<file path="config.mk">
export PLATFORM = sky130hd
export DESIGN_NAME = pic_ctrl_sequencer
export DESIGN_NICKNAME = d
export VERILOG_FILES = /design/src/rtl/pic_ctrl_sequencer.sv
export SDC_FILE = /design/constraint.sdc
export NUM_CORES = 1
export LEC_CHECK = 0
export CAP_MARGIN = 30
export CORE_MARGIN = 5
export CORE_UTILIZATION = 35
export CTS_CLUSTER_DIAMETER = 40
export CTS_CLUSTER_SIZE = 24
export DETAILED_ROUTE_END_ITERATION = 12
export DONT_BUFFER_PORTS = 1
export GPL_TIMING_DRIVEN = 0
export PLACE_DENSITY_LB_ADDON = 0.05
export SLEW_MARGIN = 25
export SYNTH_ARGS = -nofsm -noshare
export SYNTH_HDL_FRONTEND = slang
export SYNTH_SLANG_ARGS = --single-unit
</file>
<file path="constraint.sdc">
create_clock -name clk -period 2.6 [get_ports clk]
set_input_delay 0.52 -clock clk [delete_from_list [all_inputs] [get_ports clk]]
set_output_delay 0.52 -clock clk [all_outputs]
set_load 0.01 [all_outputs]
</file>
<file path="src/rtl/pic_ctrl_sequencer.sv">
// pic_ctrl_sequencer
// Instruction fetch/decode/sequencing unit for a PIC16F-compatible core.
// Runs the Q1..Q4 instruction cycle, owns PC and IR, decodes IR into ALU
// controls, resolves conditional skips and drives stack push/pop.
//
// Ports:
//   clk, rst_n          core clock (one Q-phase per edge), async active-low reset
//   pm_addr / pm_data   program memory address (= PC) and returned word
//   q_phase             current phase, 0=Q1 .. 3=Q4
//   alu_op, alu_d       ALU operation and destination (0=W, 1=f)
//   alu_d_wr_en         result write request, Q4 only
//   alu_status_wr_en    status update request, Q4 only
//   alu_b_in            bit index IR[9:7]
//   alu_lit_sel         1 = operand from literal, 0 = from register file
//   literal, rf_addr    IR[7:0], IR[6:0]
//   alu_z_res           ALU zero result, sampled at end of Q4
//   alu_bit_test_res    ALU bit-test result, sampled at end of Q4
//   pclath_hi           PCLATH[4:3] for GOTO/CALL targets
//   stack_top           return address at top of stack
//   stack_push(_addr)   Q4 push strobe and return address (= PC)
//   stack_pop           Q4 pop strobe
module pic_ctrl_sequencer #(
    parameter logic [12:0] RESET_VECTOR = 13'h0000
) (
    input  logic        clk,
    input  logic        rst_n,
    output logic [12:0] pm_addr,
    input  logic [13:0] pm_data,
    output logic [1:0]  q_phase,
    output logic [3:0]  alu_op,
    output logic        alu_d,
    output logic        alu_d_wr_en,
    output logic        alu_status_wr_en,
    output logic [2:0]  alu_b_in,
    output logic        alu_lit_sel,
    output logic [7:0]  literal,
    output logic [6:0]  rf_addr,
    input  logic        alu_z_res,
    input  logic        alu_bit_test_res,
    input  logic [1:0]  pclath_hi,
    input  logic [12:0] stack_top,
    output logic        stack_push,
    output logic [12:0] stack_push_addr,
    output logic        stack_pop
);

    // ALU operation encodings shared with the ALU
    localparam logic [3:0] OP_ADD    = 4'd0;
    localparam logic [3:0] OP_SUB    = 4'd1;
    localparam logic [3:0] OP_AND    = 4'd2;
    localparam logic [3:0] OP_OR     = 4'd3;
    localparam logic [3:0] OP_XOR    = 4'd4;
    localparam logic [3:0] OP_COM    = 4'd5;
    localparam logic [3:0] OP_INC    = 4'd6;
    localparam logic [3:0] OP_DEC    = 4'd7;
    localparam logic [3:0] OP_RRF    = 4'd8;
    localparam logic [3:0] OP_RLF    = 4'd9;
    localparam logic [3:0] OP_SWAPF  = 4'd10;
    localparam logic [3:0] OP_BC     = 4'd11;
    localparam logic [3:0] OP_BS     = 4'd12;
    localparam logic [3:0] OP_ZERO   = 4'd13;
    localparam logic [3:0] OP_PASSW  = 4'd14;
    localparam logic [3:0] OP_PASSLF = 4'd15;

    typedef enum logic [1:0] {Q1 = 2'd0, Q2 = 2'd1, Q3 = 2'd2, Q4 = 2'd3} phase_t;

    phase_t      phase, phase_next;
    logic [12:0] pc, pc_next;
    logic [13:0] ir, ir_next;

    logic       dec_wr, dec_st;
    logic       is_fsz, is_btest, is_branch, is_call, is_return, is_retlw;
    logic       skip;

    always_ff @(posedge clk or negedge rst_n) begin
        if (!rst_n) begin
            phase <= Q1;
            pc    <= RESET_VECTOR;
            ir    <= '0;
        end else begin
            phase <= phase_next;
            pc    <= pc_next;
            ir    <= ir_next;
        end
    end

    // Decode: purely a function of IR, so stable over the whole cycle
    always_comb begin
        alu_op      = OP_PASSW;
        alu_d       = 1'b0;
        dec_wr      = 1'b0;
        dec_st      = 1'b0;
        alu_lit_sel = 1'b0;
        is_fsz      = 1'b0;
        is_btest    = 1'b0;
        is_branch   = 1'b0;
        is_call     = 1'b0;
        is_retlw    = 1'b0;
        is_return   = (ir == 14'h0008);
        unique case (ir[13:12])
            2'b00: begin
                alu_d  = ir[7];
                dec_wr = 1'b1;
                dec_st = 1'b1;
                unique case (ir[11:8])
                    4'h0: begin
                        // MOVWF writes f; NOP/RETURN/CLRWDT/SLEEP/RETFIE write nothing
                        alu_op = OP_PASSW;
                        alu_d  = 1'b1;
                        dec_wr = ir[7];
                        dec_st = 1'b0;
                    end
                    4'h1: alu_op = OP_ZERO;
                    4'h2: alu_op = OP_SUB;
                    4'h3: alu_op = OP_DEC;
                    4'h4: alu_op = OP_OR;
                    4'h5: alu_op = OP_AND;
                    4'h6: alu_op = OP_XOR;
                    4'h7: alu_op = OP_ADD;
                    4'h8: alu_op = OP_PASSLF;
                    4'h9: alu_op = OP_COM;
                    4'hA: alu_op = OP_INC;
                    4'hB: begin alu_op = OP_DEC; dec_st = 1'b0; is_fsz = 1'b1; end
                    4'hC: alu_op = OP_RRF;
                    4'hD: alu_op = OP_RLF;
                    4'hE: alu_op = OP_SWAPF;
                    4'hF: begin alu_op = OP_INC; dec_st = 1'b0; is_fsz = 1'b1; end
                endcase
            end
            2'b01: begin
                alu_d = 1'b1;
                unique case (ir[11:10])
                    2'b00: begin alu_op = OP_BC; dec_wr = 1'b1; end
                    2'b01: begin alu_op = OP_BS; dec_wr = 1'b1; end
                    2'b10: begin alu_op = OP_BC; is_btest = 1'b1; end
                    2'b11: begin alu_op = OP_BS; is_btest = 1'b1; end
                endcase
            end
            2'b10: begin
                is_branch = 1'b1;
                is_call   = ~ir[11];
            end
            2'b11: begin
                alu_lit_sel = 1'b1;
                dec_wr      = 1'b1;
                casez (ir[11:8])
                    4'b00??: alu_op = OP_PASSLF;
                    4'b01??: begin alu_op = OP_PASSLF; is_retlw = 1'b1; end
                    4'b1000: begin alu_op = OP_OR;  dec_st = 1'b1; end
                    4'b1001: begin alu_op = OP_AND; dec_st = 1'b1; end
                    4'b1010: begin alu_op = OP_XOR; dec_st = 1'b1; end
                    4'b110?: begin alu_op = OP_SUB; dec_st = 1'b1; end
                    4'b111?: begin alu_op = OP_ADD; dec_st = 1'b1; end
                    default: begin alu_op = OP_PASSLF; dec_wr = 1'b0; end
                endcase
            end
        endcase
    end

    assign skip = (is_fsz & alu_z_res) | (is_btest & alu_bit_test_res);

    // Phase advance and Q4 commit of PC/IR
    always_comb begin
        pc_next = pc;
        ir_next = ir;
        unique case (phase)
            Q1: phase_next = Q2;
            Q2: phase_next = Q3;
            Q3: phase_next = Q4;
            Q4: phase_next = Q1;
        endcase
        if (phase == Q4) begin
            if (is_branch) begin
                ir_next = '0;
                pc_next = {pclath_hi, ir[10:0]};
            end else if (is_return || is_retlw) begin
                ir_next = '0;
                pc_next = stack_top;
            end else if (skip) begin
                ir_next = '0;
                pc_next = pc + 13'd1;
            end else begin
                ir_next = pm_data;
                pc_next = pc + 13'd1;
            end
        end
    end

    assign q_phase          = phase;
    assign pm_addr          = pc;
    assign alu_b_in         = ir[9:7];
    assign literal          = ir[7:0];
    assign rf_addr          = ir[6:0];
    assign alu_d_wr_en      = dec_wr & (phase == Q4);
    assign alu_status_wr_en = dec_st & (phase == Q4);
    assign stack_push       = is_call & (phase == Q4);
    assign stack_push_addr  = pc;
    assign stack_pop        = (is_return | is_retlw) & (phase == Q4);

endmodule

</file>
Word-level counts from Yosys, hierarchy flattened --
Index checks and enable logic that the tools add are counted.
Word-level totals: bits in registers 29, bits in latches 0, bits in writable memories 0, bits in read-only memories 0, input bits 33, output and inout port bits 56, word-level logic and storage cells 83, memories 0
Operators by class: add/subtract/negate cells 1, multiply operators 0, divide/modulo/power cells 0, order comparisons 0, equality and inequality tests 27, shift-type cells 0, multiplexer cells 28, bitwise operators 9, reductions and logical operators 15
Operator list (number):
- one-hot mux 4 bit (14 select lines) | 1
- 2-to-1 mux 14 bit | 3
- equality test 4 bit (second input constant) | 8
- 2-to-1 mux 13 bit | 2
- one-hot mux 4 bit (5 select lines) | 1
- equality test 4 x 3 -> 1 bit (second input constant) | 4
- 2-to-1 mux 1 bit | 15
- equality test 14 x 4 -> 1 bit (second input constant) | 1
- OR reduction 2 bit | 7
- adder 13 x 1 -> 13 bit (second input constant) | 1
- equality test 2 bit (second input constant) | 6
- one-hot mux 4 bit (3 select lines) | 1
- equality test 4 x 2 -> 1 bit (second input constant) | 2
- one-hot mux 2 bit (4 select lines) | 1
- one-hot mux 4 bit (2 select lines) | 1
- OR reduction 7 bit | 1
- AND 1 bit | 6
- equality test 2 x 1 -> 1 bit (second input constant) | 3
- equality test 3 bit (second input constant) | 2
- logical NOT 2 bit | 3
- OR reduction 5 bit | 1
- equality test 4 x 1 -> 1 bit (second input constant) | 1
- logical NOT 4 bit | 1
- one-hot mux 1 bit (2 select lines) | 2
- other kinds (5) | 6

Logic depth before layout (Yosys ltp) --
depth after elaboration 9, depth in mapped cells 9, depth with buffers taken out 7

Least setup slack after synthesis --
OpenSTA, ideal clock, no wires.
path kind flip-flop to output port, start point reg ir[12], end point out stack_pop, data arrival time 1.938 ns, required time 2.080 ns, path slack 0.142 ns, stages on the path, launching flop included 8, path buffers 2, path through dfrtp_1 > inv_1 > ha_1 > buf_4 > or4b_4 > o41ai_4 > buf_4 > and2_1
On the way: cells in the longest elaborated chain, start to end 4, elaborated cells between the ends (all ways) 5, classes of those cells eq/ne (2); mux (1); bitwise (2)
RTL lines:
- start, declared | line 69 | logic [13:0] ir, ir_next;
- start signal, assigned | line 83 | ir <= ir_next;
- equality test 2 bit | line 100 | unique case (ir[13:12])
- 2-to-1 mux 1 bit | line 100
- OR 1 bit (*) | line 198 | assign stack_pop = (is_return | is_retlw) & (phase == Q4);
- AND 1 bit (*) | line 198
- end, declared | line 44 | output logic stack_pop
Mark *: on every way between the ends. The rest lies on a longest branch, timed or not.

Final worst setup path --
start point reg ir[13], end point out stack_pop
Same word-level chain as after synthesis.

==> results by group <==
Placed design
  – Hpwl dp: slightly above 5000 um
  – PortBufs: 0
  – DP Cell Count: 357
  – Placer Congestion: just under 0.8

Routing
  – Routed length per instance: between 15 and 20 um
  – Drt via density: between 5 and 6
  – Starting DRT DRC Count: ~120
  – # DRC: 0
  – Vias: slightly above 2,000
  – Remaining antenna violation count: 0
  – 1st-pass router iterations: 4
  – Routed WL: 7000 um

Timing
  – Crit share post-route: 0.985
  – Setup violators final: 0
  – Final slew viol count: 0
  – Hold Slack: just under 0.06 ns
  – Max_slew headroom: 0.590
  – Fmax: a little under 400 MHz
  – Final hold violations: 0
  – RSZ-0062 raised after global routing: true
  – Worst clock skew: 0.00494 ns
  – Fin crit period: 2.56 ns
  – Worst-margin pin slew: a little over 0.6 ns

Synthesis
  – Post-synth EDFFs: 0
  – Average cell area after synthesis: 7.98 um2
  – Cell variety after synth: 41
  – Synthesized area: around 0.0022 mm2
  – Syn Inst Count: 280
  – Mapped Nets: 321
  – Synthesis-stage register bit count: 29
  – Part of the Yosys area used for sequential elements: 0.325
  – Main flop type after synthesis: dfrtp_1
  – Fraction of registers with async set/reset: 1.00
  – Synth warn: 0

Floorplan
  – Die width: between 80 and 90 um
  – Die extent in y: approximately 90 um
  – I/O pins: 89
  – Core area: ~0.0063 mm2
  – Starting Density: 0.356
  – # rows: 29
  – DIE AREA: 0.00808 mm2

Setup path
  – CP max stage delay: roughly 0.5 ns
  – Reg2Reg Launch Point: ir[13]$_DFFE_PN0P_
  – Crit. End Element: output pin
  – R2R depth: 8
  – Data required, critical path: approximately 2.1 ns
  – Arrival time at the worst endpoint: approximately 2.0 ns
  – Slowest CP cell: or4b_4
  – Crit path kind: flip-flop to output pin
  – Worst-path maximum fanout: 2
  – Worst Setup SP: ir[13]$_DFFE_PN0P_
  – R2r setup slk: 0.31 ns
  – Reg2reg end: ir[9]$_DFFE_PN0P_
  – Critical path endpoint: stack_pop
  – Worst setup SP type: flip-flop
  – Worst path cell trace: inv_2, ha_4, or4b_4, o41ai_4, buf_6, and2_4

Global route
  – Vias in the first global route: between 2,000 and 2,500
  – Met3 GRT Util: 0.0568
  – Gr ovfl total: 0
  – GR peak layer: met2
  – Initial antenna violation count: 0
  – Global routing usage on met1: 0.241
  – Total GRT Usage: 0.174
  – First-pass GRT wire length: approximately 11,000 um
  – Met2 track demand over resource: 0.268
  – Largest net degree at the start of global routing: 30

Clocking
  – # clock sinks: 29
  – Bufs on Longest Clock Path: 2
  – H-tree depth: 2
  – Clk Latency, worst-skew pair: roughly 0.28 ns
  – Clock root buffer: clkbuf_8
  – CTS tree: built
  – CTS Buf Count: 5
  – CTS clk-pin slew, worst paths: roughly 0.070 ns

Cells and area
  – Most frequent cells in the layout: buf_4 (41), nand2_1 (29), dfrtp_1 (29)
  – Syn-to-layout area delta: 13.1%
  – N_diodes: 0
  – Final Non-Filler Cells: ~370
  – Most common cell after layout, fill and taps aside: buf_4
  – Nets: between 300 and 400
  – Share of cells above drive strength 1: 0.215

Outcome
  – Status: complete, no violations

Power and ir drop
  – P per Cell Area: approximately 760 mW/mm2
  – Peak VDD IR: roughly 290 uV
  – Leak: 1.07 nW

Run
  – Max_cap viols: 0

Worst hold path
  – Hold Crit Class: input pin to async pin
[worst max-delay path, delay by kind of cell, from the launching register on]
kind                     cells  cell delay (ns)
adder cells (fa/ha/maj)      1             0.15
flip-flops                   1             0.39
AND/OR/NAND/NOR              2             0.64
AO/OA/AOI/OAI                1             0.34
buffers and inverters        2             0.24
[power breakdown]
| group | switching [mW] | leakage [nW] | internal (mW) |
|---|---|---|---|
| clock network | 0.190 | 0.0439 | 0.184 |
| logic | 0.406 | 0.670 | 0.376 |
| registers | 0.210 | 0.356 | 0.553 |
[sequential cells by signal (all words and copies together) (netlist names)]
name     count
ir          14
q_phase      2
pm_addr     13
[Yosys cell counts, drive strengths merged, types with 2 or more instances]
master,instances,share of area
nand4,2,0.0056
xor2,4,0.016
nand2,29,0.049
a21oi,14,0.031
xnor2,7,0.027
ha,8,0.045
inv,21,0.035
nand3,10,0.022
nor3,5,0.011
mux2i,3,0.013
nand2b,2,0.0056
nor4,6,0.017
nor2,17,0.029
clkbuf,12,0.020
dfrtp,29,0.32
buf,36,0.12
o211ai,2,0.0067
o22ai,13,0.036
o2bb2ai,4,0.016
o21ai,29,0.065
o221ai,3,0.012
or4b,2,0.011
a31oi,8,0.022
[worst min path at each step]
stage           from                endpoint  slack [ns]  depth (start not counted)
2_1_floorplan  rst_n       ir[0]$_DFFE_PN0P_        0.22                          0
3_3_place_gp   rst_n       ir[6]$_DFFE_PN0P_        0.23                          0
3_5_place_dp   rst_n       ir[6]$_DFFE_PN0P_        0.23                          0
4_1_cts        rst_n  pm_addr[7]$_DFFE_PN0P_        0.06                          1
5_1_grt        rst_n  pm_addr[7]$_DFFE_PN0P_        0.05                          1
6_report       rst_n  pm_addr[4]$_DFFE_PN0P_        0.06                          1
[metrics by stage]
step                      power (mW)  setup slack, ns  utilization  setup TNS [ns]  cell area [um2]
final                           1.92           0.0385        0.402               0             2530
after global routing            2.08          -0.0459        0.402         -0.0459             2530
after CTS                       1.94          -0.0754        0.400         -0.0754             2510
after detailed placement        1.52          -0.0695        0.371         -0.0695             2330
after global placement          1.51          -0.0630        0.371         -0.0630             2330
after floorplan                 1.36            0.142            -               0             2230
[metal layers]
metal | up-vias | part of all wire
met2 | 74 | 0.47
met4 | 0 | 0.0056
met3 | 4 | 0.075
li1 | 989 | -
met1 | 960 | 0.45
met5 | - | 0
[kinds of logic (layout without fill, tap and decap cells)]
logic type               after synthesis  in the layout  share of synthesized area
multiplexers                           3              3                     0.0134
XOR/XNOR                              11             11                     0.0431
AO/OA/AOI/OAI                         82             82                      0.231
buffers and inverters                 69             86                      0.176
AND/OR/NAND/NOR                       78             78                      0.166
adder cells (fa/ha/maj)                8              8                     0.0448
flip-flops                            29             29                      0.325
[final cells by class]
cell class              count  area (um2)
repair buffers             10        87.6
inverters                  21        78.8
fillers                   670        3750
clock inverters             3        17.5
multi-input cells         182        1140
flip-flops and latches     29         726
clock buffers               5        68.8
well taps                  77        96.3
plain buffers              47         314
[timing repair]
| action | in CTS | in global routing |
|---|---|---|
| pin swaps | 1 | 2 |
| setup buffers | 7 | 2 |
| setup endpoints to repair | 1 | 4 |
| endpoints found under the hold margin | 29 | 0 |
| gates resized for setup | 8 | 4 |
| hold buffers | 1 | 0 |
(Power assumes the default switching activity.)
